**src/rtl/cbb_rr_stream_arbiter.sv**
```systemverilog
// N-to-1 round-robin arbiter for valid/ready streams with packet locking on last.
// A registered forward slice drives the master port and tags each beat with its source index.
module cbb_rr_stream_arbiter #(
    parameter int P_NUM_SLV    = 4,
    parameter int P_DATA_WIDTH = 64,
    parameter int P_ID_WIDTH   = 2
) (
    input  logic                              i_clk,
    input  logic                              i_rst,
    input  logic [P_NUM_SLV-1:0]              slv_i_valid,
    input  logic [P_NUM_SLV*P_DATA_WIDTH-1:0] slv_i_data,
    input  logic [P_NUM_SLV-1:0]              slv_i_last,
    output logic [P_NUM_SLV-1:0]              slv_o_ready,
    output logic                              mst_o_valid,
    output logic [P_DATA_WIDTH-1:0]           mst_o_data,
    output logic                              mst_o_last,
    output logic [P_ID_WIDTH-1:0]             mst_o_id,
    input  logic                              mst_i_ready
);

    typedef enum logic {IDLE, LOCKED} state_t;

    state_t                  state;
    state_t                  state_nxt;
    logic [P_ID_WIDTH-1:0]   rr_ptr;
    logic [P_ID_WIDTH-1:0]   lock_id;
    logic [P_ID_WIDTH-1:0]   rr_sel;
    logic [P_ID_WIDTH-1:0]   low_sel;
    logic [P_ID_WIDTH-1:0]   sel;
    logic                    hi_found;
    logic                    sel_vld;
    logic                    sel_last;
    logic [P_DATA_WIDTH-1:0] sel_data;
    logic                    out_rdy;
    logic                    accept;

    assign out_rdy = mst_i_ready | ~mst_o_valid;
    assign accept  = out_rdy & sel_vld & ~i_rst;

    // Modulo scan from rr_ptr+1: lowest requester above rr_ptr, otherwise wrap to the lowest overall.
    always_comb begin
        low_sel  = '0;
        rr_sel   = '0;
        hi_found = 1'b0;
        for (int unsigned k = P_NUM_SLV; k > 0; k--) begin
            if (slv_i_valid[k-1]) begin
                low_sel = P_ID_WIDTH'(k - 1);
                if (P_ID_WIDTH'(k - 1) > rr_ptr) begin
                    rr_sel   = P_ID_WIDTH'(k - 1);
                    hi_found = 1'b1;
                end
            end
        end
        if (!hi_found) begin
            rr_sel = low_sel;
        end
    end

    always_ff @(posedge i_clk or posedge i_rst) begin
        if (i_rst) begin
            state   <= IDLE;
            rr_ptr  <= P_ID_WIDTH'(P_NUM_SLV - 1);
            lock_id <= '0;
        end else begin
            state <= state_nxt;
            if (accept) begin
                lock_id <= sel;
                if (sel_last) begin
                    rr_ptr <= sel;
                end
            end
        end
    end

    always_comb begin
        state_nxt = state;
        case (state)
            IDLE:    if (accept && !sel_last) state_nxt = LOCKED;
            LOCKED:  if (accept && sel_last)  state_nxt = IDLE;
            default: state_nxt = IDLE;
        endcase
    end

    always_comb begin
        sel     = rr_sel;
        sel_vld = |slv_i_valid;
        if (state == LOCKED) begin
            sel     = lock_id;
            sel_vld = slv_i_valid[lock_id];
        end
        sel_data    = '0;
        sel_last    = 1'b0;
        slv_o_ready = '0;
        for (int unsigned k = 0; k < P_NUM_SLV; k++) begin
            if (P_ID_WIDTH'(k) == sel) begin
                sel_data       = slv_i_data[k*P_DATA_WIDTH +: P_DATA_WIDTH];
                sel_last       = slv_i_last[k];
                slv_o_ready[k] = out_rdy & sel_vld & ~i_rst;
            end
        end
    end

    always_ff @(posedge i_clk or posedge i_rst) begin
        if (i_rst) begin
            mst_o_valid <= 1'b0;
            mst_o_data  <= '0;
            mst_o_last  <= 1'b0;
            mst_o_id    <= '0;
        end else if (out_rdy) begin
            mst_o_valid <= accept;
            if (accept) begin
                mst_o_data <= sel_data;
                mst_o_last <= sel_last;
                mst_o_id   <= sel;
            end
        end
    end

endmodule

```
**config.mk**
```make
export PLATFORM = sky130hd
export DESIGN_NAME = cbb_rr_stream_arbiter
export DESIGN_NICKNAME = d
export VERILOG_FILES = /design/src/rtl/cbb_rr_stream_arbiter.sv
export SDC_FILE = /design/constraint.sdc
export NUM_CORES = 1
export LEC_CHECK = 0
export BUFFER_PORTS_ARGS = -buffer_cell sky130_fd_sc_hd__buf_2
export CAP_MARGIN = 20
export CORE_AREA = 3 3 129 131
export DETAILED_ROUTE_END_ITERATION = 16
export DIE_AREA = 0 0 132 134
export PLACE_DENSITY_LB_ADDON = 0.1
export SKIP_CTS_REPAIR_TIMING = 1
export SYNTH_ARGS = -nofsm -noshare
export SYNTH_HDL_FRONTEND = slang
export SYNTH_SLANG_ARGS = --single-unit
```
**constraint.sdc**
```tcl
create_clock -name i_clk -period 4.15 [get_ports i_clk]
set_input_delay 0.83 -clock i_clk [delete_from_list [all_inputs] [get_ports i_clk]]
set_output_delay 0.83 -clock i_clk [all_outputs]
set_load 0.02 [all_outputs]
```
==> results of run 1 <==
==> per-stage QoR <==
step                      total power [mW]  worst slack [ns]
after global routing                  6.10             0.923
after global placement                4.91             0.935
after detailed placement              4.96             0.911
after CTS                             5.75             0.993
final                                 5.64             0.996
after floorplan                       4.29             0.194
==> Yosys cell counts (all sizes together) <==
library cell,number,area (um2)
o21ai,71,359
o41a,1,11.3
a211o,1,8.76
mux2,67,754
a211oi,3,22.5
a21oi,2,10.0
clkbuf,13,50.0
o211ai,2,15.0
a21o,3,22.5
mux2i,129,1300
nor3b,1,7.51
o2111ai,1,8.76
or2,2,12.5
buf,26,256
nand3,1,5.00
a22o,1,8.76
clkinv,1,3.75
dfstp,2,52.6
nor3,2,10.0
and3b,1,8.76
o2111a,1,11.3
and2,1,6.26
mux4,1,26.3
nor2b,4,25.0
dfrtp,71,1780
nor2,1,3.75
inv,7,26.3
nand2,66,248
o21a,1,7.51
or3b,1,8.76
o2bb2ai,1,8.76
==> worst max-delay path, delay by kind of cell <==
family / cells / cell delay (ns)
AND/OR/NAND/NOR: 3 / 0.74
buffers and inverters: 2 / 0.30
AO/OA/AOI/OAI: 2 / 0.44
==> power groups by stage <==
stage | Combinational [mW] | Clock [mW] | Sequential (mW)
global placement | 3.64 | 0 | 1.27
finish | 3.61 | 0.760 | 1.26
detailed placement | 3.68 | 0 | 1.27
global route | 3.96 | 0.827 | 1.31
CTS | 3.68 | 0.795 | 1.27
floorplan | 2.64 | 0 | 1.65
==> state kept, by name, summed over array words and instances, names as in the netlist, named ones only <==
register,count
lock_id,2
mst_o_data,64
mst_o_id,2
mst_o_valid,1
mst_o_last,1
rr_ptr,2
==> kinds of logic (layout without fill, tap and decap cells) <==
group / after synthesis / count (layout)
AO/OA/AOI/OAI: 88 / 88
AND/OR/NAND/NOR: 80 / 80
flip-flops: 73 / 73
buffers and inverters: 47 / 367
multiplexers: 197 / 197
==> layout by cell type, fill, tap and decap left out, types with 2 or more instances in the layout <==
master        n
mux2i_1     128
o211ai_1      2
mux2_2       61
dfstp_2       2
nor2b_1       4
nor3_1        2
a211oi_1      3
clkinvlp_4    4
clkinv_2      2
buf_2       338
inv_1         6
clkbuf_16     9
mux2_1        6
buf_4         4
o21ai_0       3
nand2_1      66
a21oi_1       2
a21o_1        2
o21ai_1      67
dfrtp_1      71
==> final cells by class <==
cell class | instances | area share, %
clock inverter | 7 | 1.00
clock buffer | 9 | 3.17
inverter | 8 | 0.476
multi-input combinational | 365 | 41.3
sequential | 73 | 25.8
timing repair buffer | 343 | 24.5
tap | 216 | 3.80
==> routing by layer <==
layer / global-route usage (%) / share of wire, % / up-vias
li1: - / - / 2369
met1: 17.9 / 37 / 2097
met2: 31.6 / 53 / 214
met3: 6.00 / 9.3 / 6
met4: 3.15 / 0.55 / 0
met5: 0 / 0 / -
==> worst max path at each step <==
stage	slack, ns	start	endpoint	depth (start not counted)
2_1_floorplan	0.19	i_rst	slv_o_ready[2]	8
5_1_grt	0.92	slv_i_valid[1]	slv_o_ready[1]	7
4_1_cts	0.99	slv_i_valid[1]	slv_o_ready[1]	7
6_report	1.0	slv_i_valid[1]	slv_o_ready[1]	7
3_3_place_gp	0.93	slv_i_valid[1]	rr_ptr[1]	8
3_5_place_dp	0.91	slv_i_valid[1]	rr_ptr[1]	8
==> flow_summary.json, run 1 <==
{
  "grt_max_degree": 138,
  "max_freq_ghz": 0.317,
  "yosys.area_share.adder_pct": 0,
  "syn_nets": 752,
  "drv_cap": 0,
  "fillCellCount": 1583,
  "cts_buffers": 9,
  "hold_viol_final": 0,
  "first_pass_iters": 4,
  "die_y_um": 134,
  "fin_util_pct": 45.2,
  "multiInputGateArea_um2": 2930,
  "drt-total-wl_mm": 15.2,
  "cp_max_fo": 12,
  "ff2ff_path_depth": 7,
  "clockBufferDepth": 2,
  "io_buffer_count": 338,
  "min-delay-start": "mst_o_data[54]",
  "rr_endpoint": "rr_ptr[1]",
  "grt_use_total_pct": 16.7,
  "hold_slack_ns": 0.478,
  "htree_levels": 3,
  "crit_arrival_ns": 2.32,
  "ys_seq_area_share_pct": 36.0,
  "muxShareOfSynthArea_pct": 41.0,
  "hpwl_mm": 12.1,
  "drc": 0,
  "syn_area_per_cell_um2": 10.5,
  "synthesis.area_um2": 5080,
  "fin_tns_setup_ns": 0,
  "start_util_pct": 32.3,
  "post-place-cells": 1005,
  "core_area_um2": 15700,
  "clk_latency_ns": 0.32,
  "startpoint_type": "input port",
  "end_kind": "output pin",
  "crit_path_frequent_cell": "buf_2",
  "max_slew_margin_pct": 33.7,
  "grt_pass1_vias": 4875,
  "synth_compound_area_share_pct": 9.73,
  "p_comb_share_pct": 64.1,
  "synth_top_family_by_area": "multiplexers",
  "avgViaCountPerCell": 4.59,
  "final_cells": 1021,
  "min_path_cells": 2,
  "period_needed_ns": 3.15,
  "area_growth_pct": 39.8,
  "place_area_um2": 6810,
  "reg2reg_slack_ns": 1.35,
  "io_pins": 339,
  "seqPwrFrac_pct": 22.4,
  "vias": 4686,
  "hold_path.class": "flop to flop",
  "power.density_nw_per_um2": 793,
  "critPathKind": "input port to output pin",
  "wire_per_inst_um": 14.9,
  "switching_share_pct": 43.0,
  "fin_skew_ns": 0.00530,
  "cts_tree": "built",
  "dieArea_um2": 17700,
  "yosys_warnings": 0,
  "grt_remaining_overflow": 0,
  "root_buffer": "clkbuf_16",
  "gp_congestion": 0.908,
  "synth_seq_cells": 73,
  "status": "completed",
  "clock-sinks": 73,
  "final-seq-area_um2": 1830,
  "clkPwrFrac_pct": 13.5,
  "drive_above_1_share_pct": 53.2,
  "crit_slowest_cell": "or3b_1",
  "final_area_um2": 7100,
  "fp.dieW_um": 132,
  "timing.final.max_slew_violations": 0,
  "leakage_nw": 3.83,
  "clk_pin_slew_worst_paths_ns": 0.06,
  "grt_setup_unrepaired": "false",
  "synthSimpleGateAreaFrac_pct": 6.60,
  "power.switching_mw": 2.42,
  "hold_path_end": "mst_o_data[54]",
  "fin_nets": 1067,
  "vdd_drop_max_uv": 524,
  "yosysUniqueCellTypes": 39,
  "setup_viol": 0,
  "drt_first_iter_violations": 114,
  "period_share_pct": 76.0,
  "synthXorXnorAreaFrac_pct": 0,
  "diodes": 0,
  "ant_nets": 0,
  "critical_path.max_stage_delay_ns": 0.38,
  "crit_chain": "buf_2, or3b_1, o2111a_1, a21o_4, nor2_1, and2_1, buf_2",
  "grt_first_pass_wirelength_mm": 24.1,
  "syn_inst": 485,
  "p_int_mw": 3.21,
  "antenna_found_initial": 0,
  "worst_pin_slew_ns": 0.994,
  "core.rowCount": 46,
  "timing.rr.start": "rr_ptr[1]",
  "required_ns": 3.32
}
(Power assumes the default switching activity.)
==> run 2, diff against run 1 <==
--- a/config.mk
+++ b/config.mk
@@ -7,9 +7,9 @@
 export LEC_CHECK = 0
 export BUFFER_PORTS_ARGS = -buffer_cell sky130_fd_sc_hd__buf_2
 export CAP_MARGIN = 20
-export CORE_AREA = 3 3 129 131
+export CORE_AREA = 3 3 131 133
 export DETAILED_ROUTE_END_ITERATION = 16
-export DIE_AREA = 0 0 132 134
+export DIE_AREA = 0 0 134 136
 export PLACE_DENSITY_LB_ADDON = 0.1
 export SKIP_CTS_REPAIR_TIMING = 1
 export SYNTH_ARGS = -nofsm -noshare
==> constraint.sdc (replaced) <==
create_clock -name i_clk -period 2.98 [get_ports i_clk]
set_input_delay 0.596 -clock i_clk [delete_from_list [all_inputs] [get_ports i_clk]]
set_output_delay 0.596 -clock i_clk [all_outputs]
set_load 0.02 [all_outputs]
==> run 2 against run 1 <==
  * Total power is 44% higher
  * Die area up 3.0%
  * Count of clock-buffer cells in the layout up 5
  * Core utilization up 0.16 points
  * Via count is essentially flat
  * Largest power group unchanged
==> flow_summary.json, run 2 (synthesis gave the netlist of run 1 again) <==
{
  "status": "completed",
  "cts_tree": "built",
  "mostFrequentLayoutCells": "338 x buf_2, 128 x mux2i_1, 71 x dfrtp_1",
  "required_ns": 2.38,
  "final_area_um2": 7230,
  "wire_per_inst_um": 15.0,
  "ant_nets": 0,
  "root_buffer": "clkbuf_16",
  "fillCellCount": 1593,
  "vdd_drop_max_uv": 953,
  "antenna_found_initial": 0,
  "grt_setup_unrepaired": "false",
  "fin_nets": 1074,
  "drv_cap": 0,
  "clk_latency_ns": 0.33,
  "drt_first_iter_violations": 96,
  "grt_remaining_overflow": 0,
  "regMostFlops": "mst_o_data",
  "drive_above_1_share_pct": 53.8,
  "clock-sinks": 73,
  "p_total_mw": 8.13,
  "core.rowCount": 46,
  "timing.rr.start": "rr_ptr[1]",
  "cts_buffers": 9,
  "layout_setup_ws_ns": 0.277,
  "power.density_nw_per_um2": 1120,
  "place_area_um2": 6900,
  "setup_viol": 0,
  "grt_max_degree": 114,
  "hold_path.class": "input port to flop",
  "hold_viol_final": 0,
  "rr_endpoint": "mst_o_data[41]",
  "diodes": 0,
  "core_area_um2": 15900,
  "period_share_pct": 90.7,
  "vias": 4687,
  "hpwl_mm": 12.2,
  "area_growth_pct": 42.4,
  "post-place-cells": 1009,
  "dieArea_um2": 18200,
  "final_cells": 1028,
  "io_buffer_count": 338,
  "min-delay-start": "mst_i_ready",
  "largest_reg_flops": 64,
  "start_util_pct": 31.9,
  "first_pass_iters": 4,
  "fp.dieW_um": 134,
  "grt_pass1_vias": 4917,
  "hold_path_end": "mst_o_valid",
  "period_needed_ns": 2.70,
  "end_kind": "output pin",
  "clockBufferDepth": 2,
  "startpoint_type": "flop",
  "min_path_cells": 2,
  "final_common_cell": "buf_2",
  "reg2reg_slack_ns": 0.49,
  "max_freq_ghz": 0.370,
  "drt-total-wl_mm": 15.5,
  "avgViaCountPerCell": 4.56,
  "gp_congestion": 0.815,
  "cp_max_fo": 6,
  "grt_first_pass_wirelength_mm": 23.8,
  "drc": 0,
  "leakage_nw": 3.90,
  "io_pins": 339,
  "worst_pin_slew_ns": 0.922,
  "timing.final.max_slew_violations": 0,
  "grt_use_total_pct": 16.4,
  "fin_util_pct": 45.4,
  "die_y_um": 136,
  "fin_skew_ns": 0.00528,
  "clk_pin_slew_worst_paths_ns": 0.05,
  "crit_arrival_ns": 2.11,
  "htree_levels": 3,
  "ff2ff_path_depth": 8,
  "critPathKind": "flop to output pin",
  "pre_cts_ws_ns": 0.228,
  "hold_slack_ns": 0.464,
  "max_slew_margin_pct": 38.5,
  "fin_tns_setup_ns": 0
}
-- run 2: changes by cell type in the layout (fill, tap and decap cells not counted), sizes merged --
cell      change
clkinvlp      -3
clkbuf        +5
clkinv        -2
buf           +7
-- run 2: how the worst max path moves through the flow --
| stage | startpoint | to | slack [ns] | cells after the start |
|---|---|---|---|---|
| after floorplan | i_rst | slv_o_ready[3] | -0.32 | 7 |
| after global placement | slv_i_valid[1] | slv_o_ready[3] | 0.32 | 7 |
| after detailed placement | slv_i_valid[1] | slv_o_ready[3] | 0.23 | 7 |
| after CTS | rr_ptr[1] | slv_o_ready[3] | 0.02 | 6 |
| after global routing | flop | slv_o_ready[0] | 0.18 | 7 |
| final | rr_ptr[1] | slv_o_ready[3] | 0.28 | 6 |
-- run 2: metal layers --
layer	GRT usage [%]	share of wire (%)	up-vias
li1	-	-	2377
met1	17.2	37	2086
met2	31.1	53	209
met3	4.85	8.7	15
met4	5.43	1.5	0
met5	0	0	-
-- run 2: cell type report --
class / count / area (um2) / area share, %
multi-input combinational: 365 / 2950 / 40.7
sequential: 73 / 1830 / 25.3
tap: 216 / 270 / 3.74
timing repair buffer: 350 / 1840 / 25.5
clock inverter: 2 / 35.0 / 0.484
clock buffer: 14 / 274 / 3.79
inverter: 8 / 33.8 / 0.467
-- run 2: report_power, final --
part	internal (mW)	leakage (nW)	switching, mW
sequential	1.49	0.893	0.274
combinational	2.49	2.86	2.77
clock	0.716	0.153	0.389
total	4.69	3.90	3.43
-- run 2: critical path: stages (launching register included) --
cell and delay (ns):
dfstp_2 0.58, inv_1 0.07, a211o_1 0.25, a211oi_1 0.32, or2_4 0.21, and3b_2 0.19, buf_2 0.16
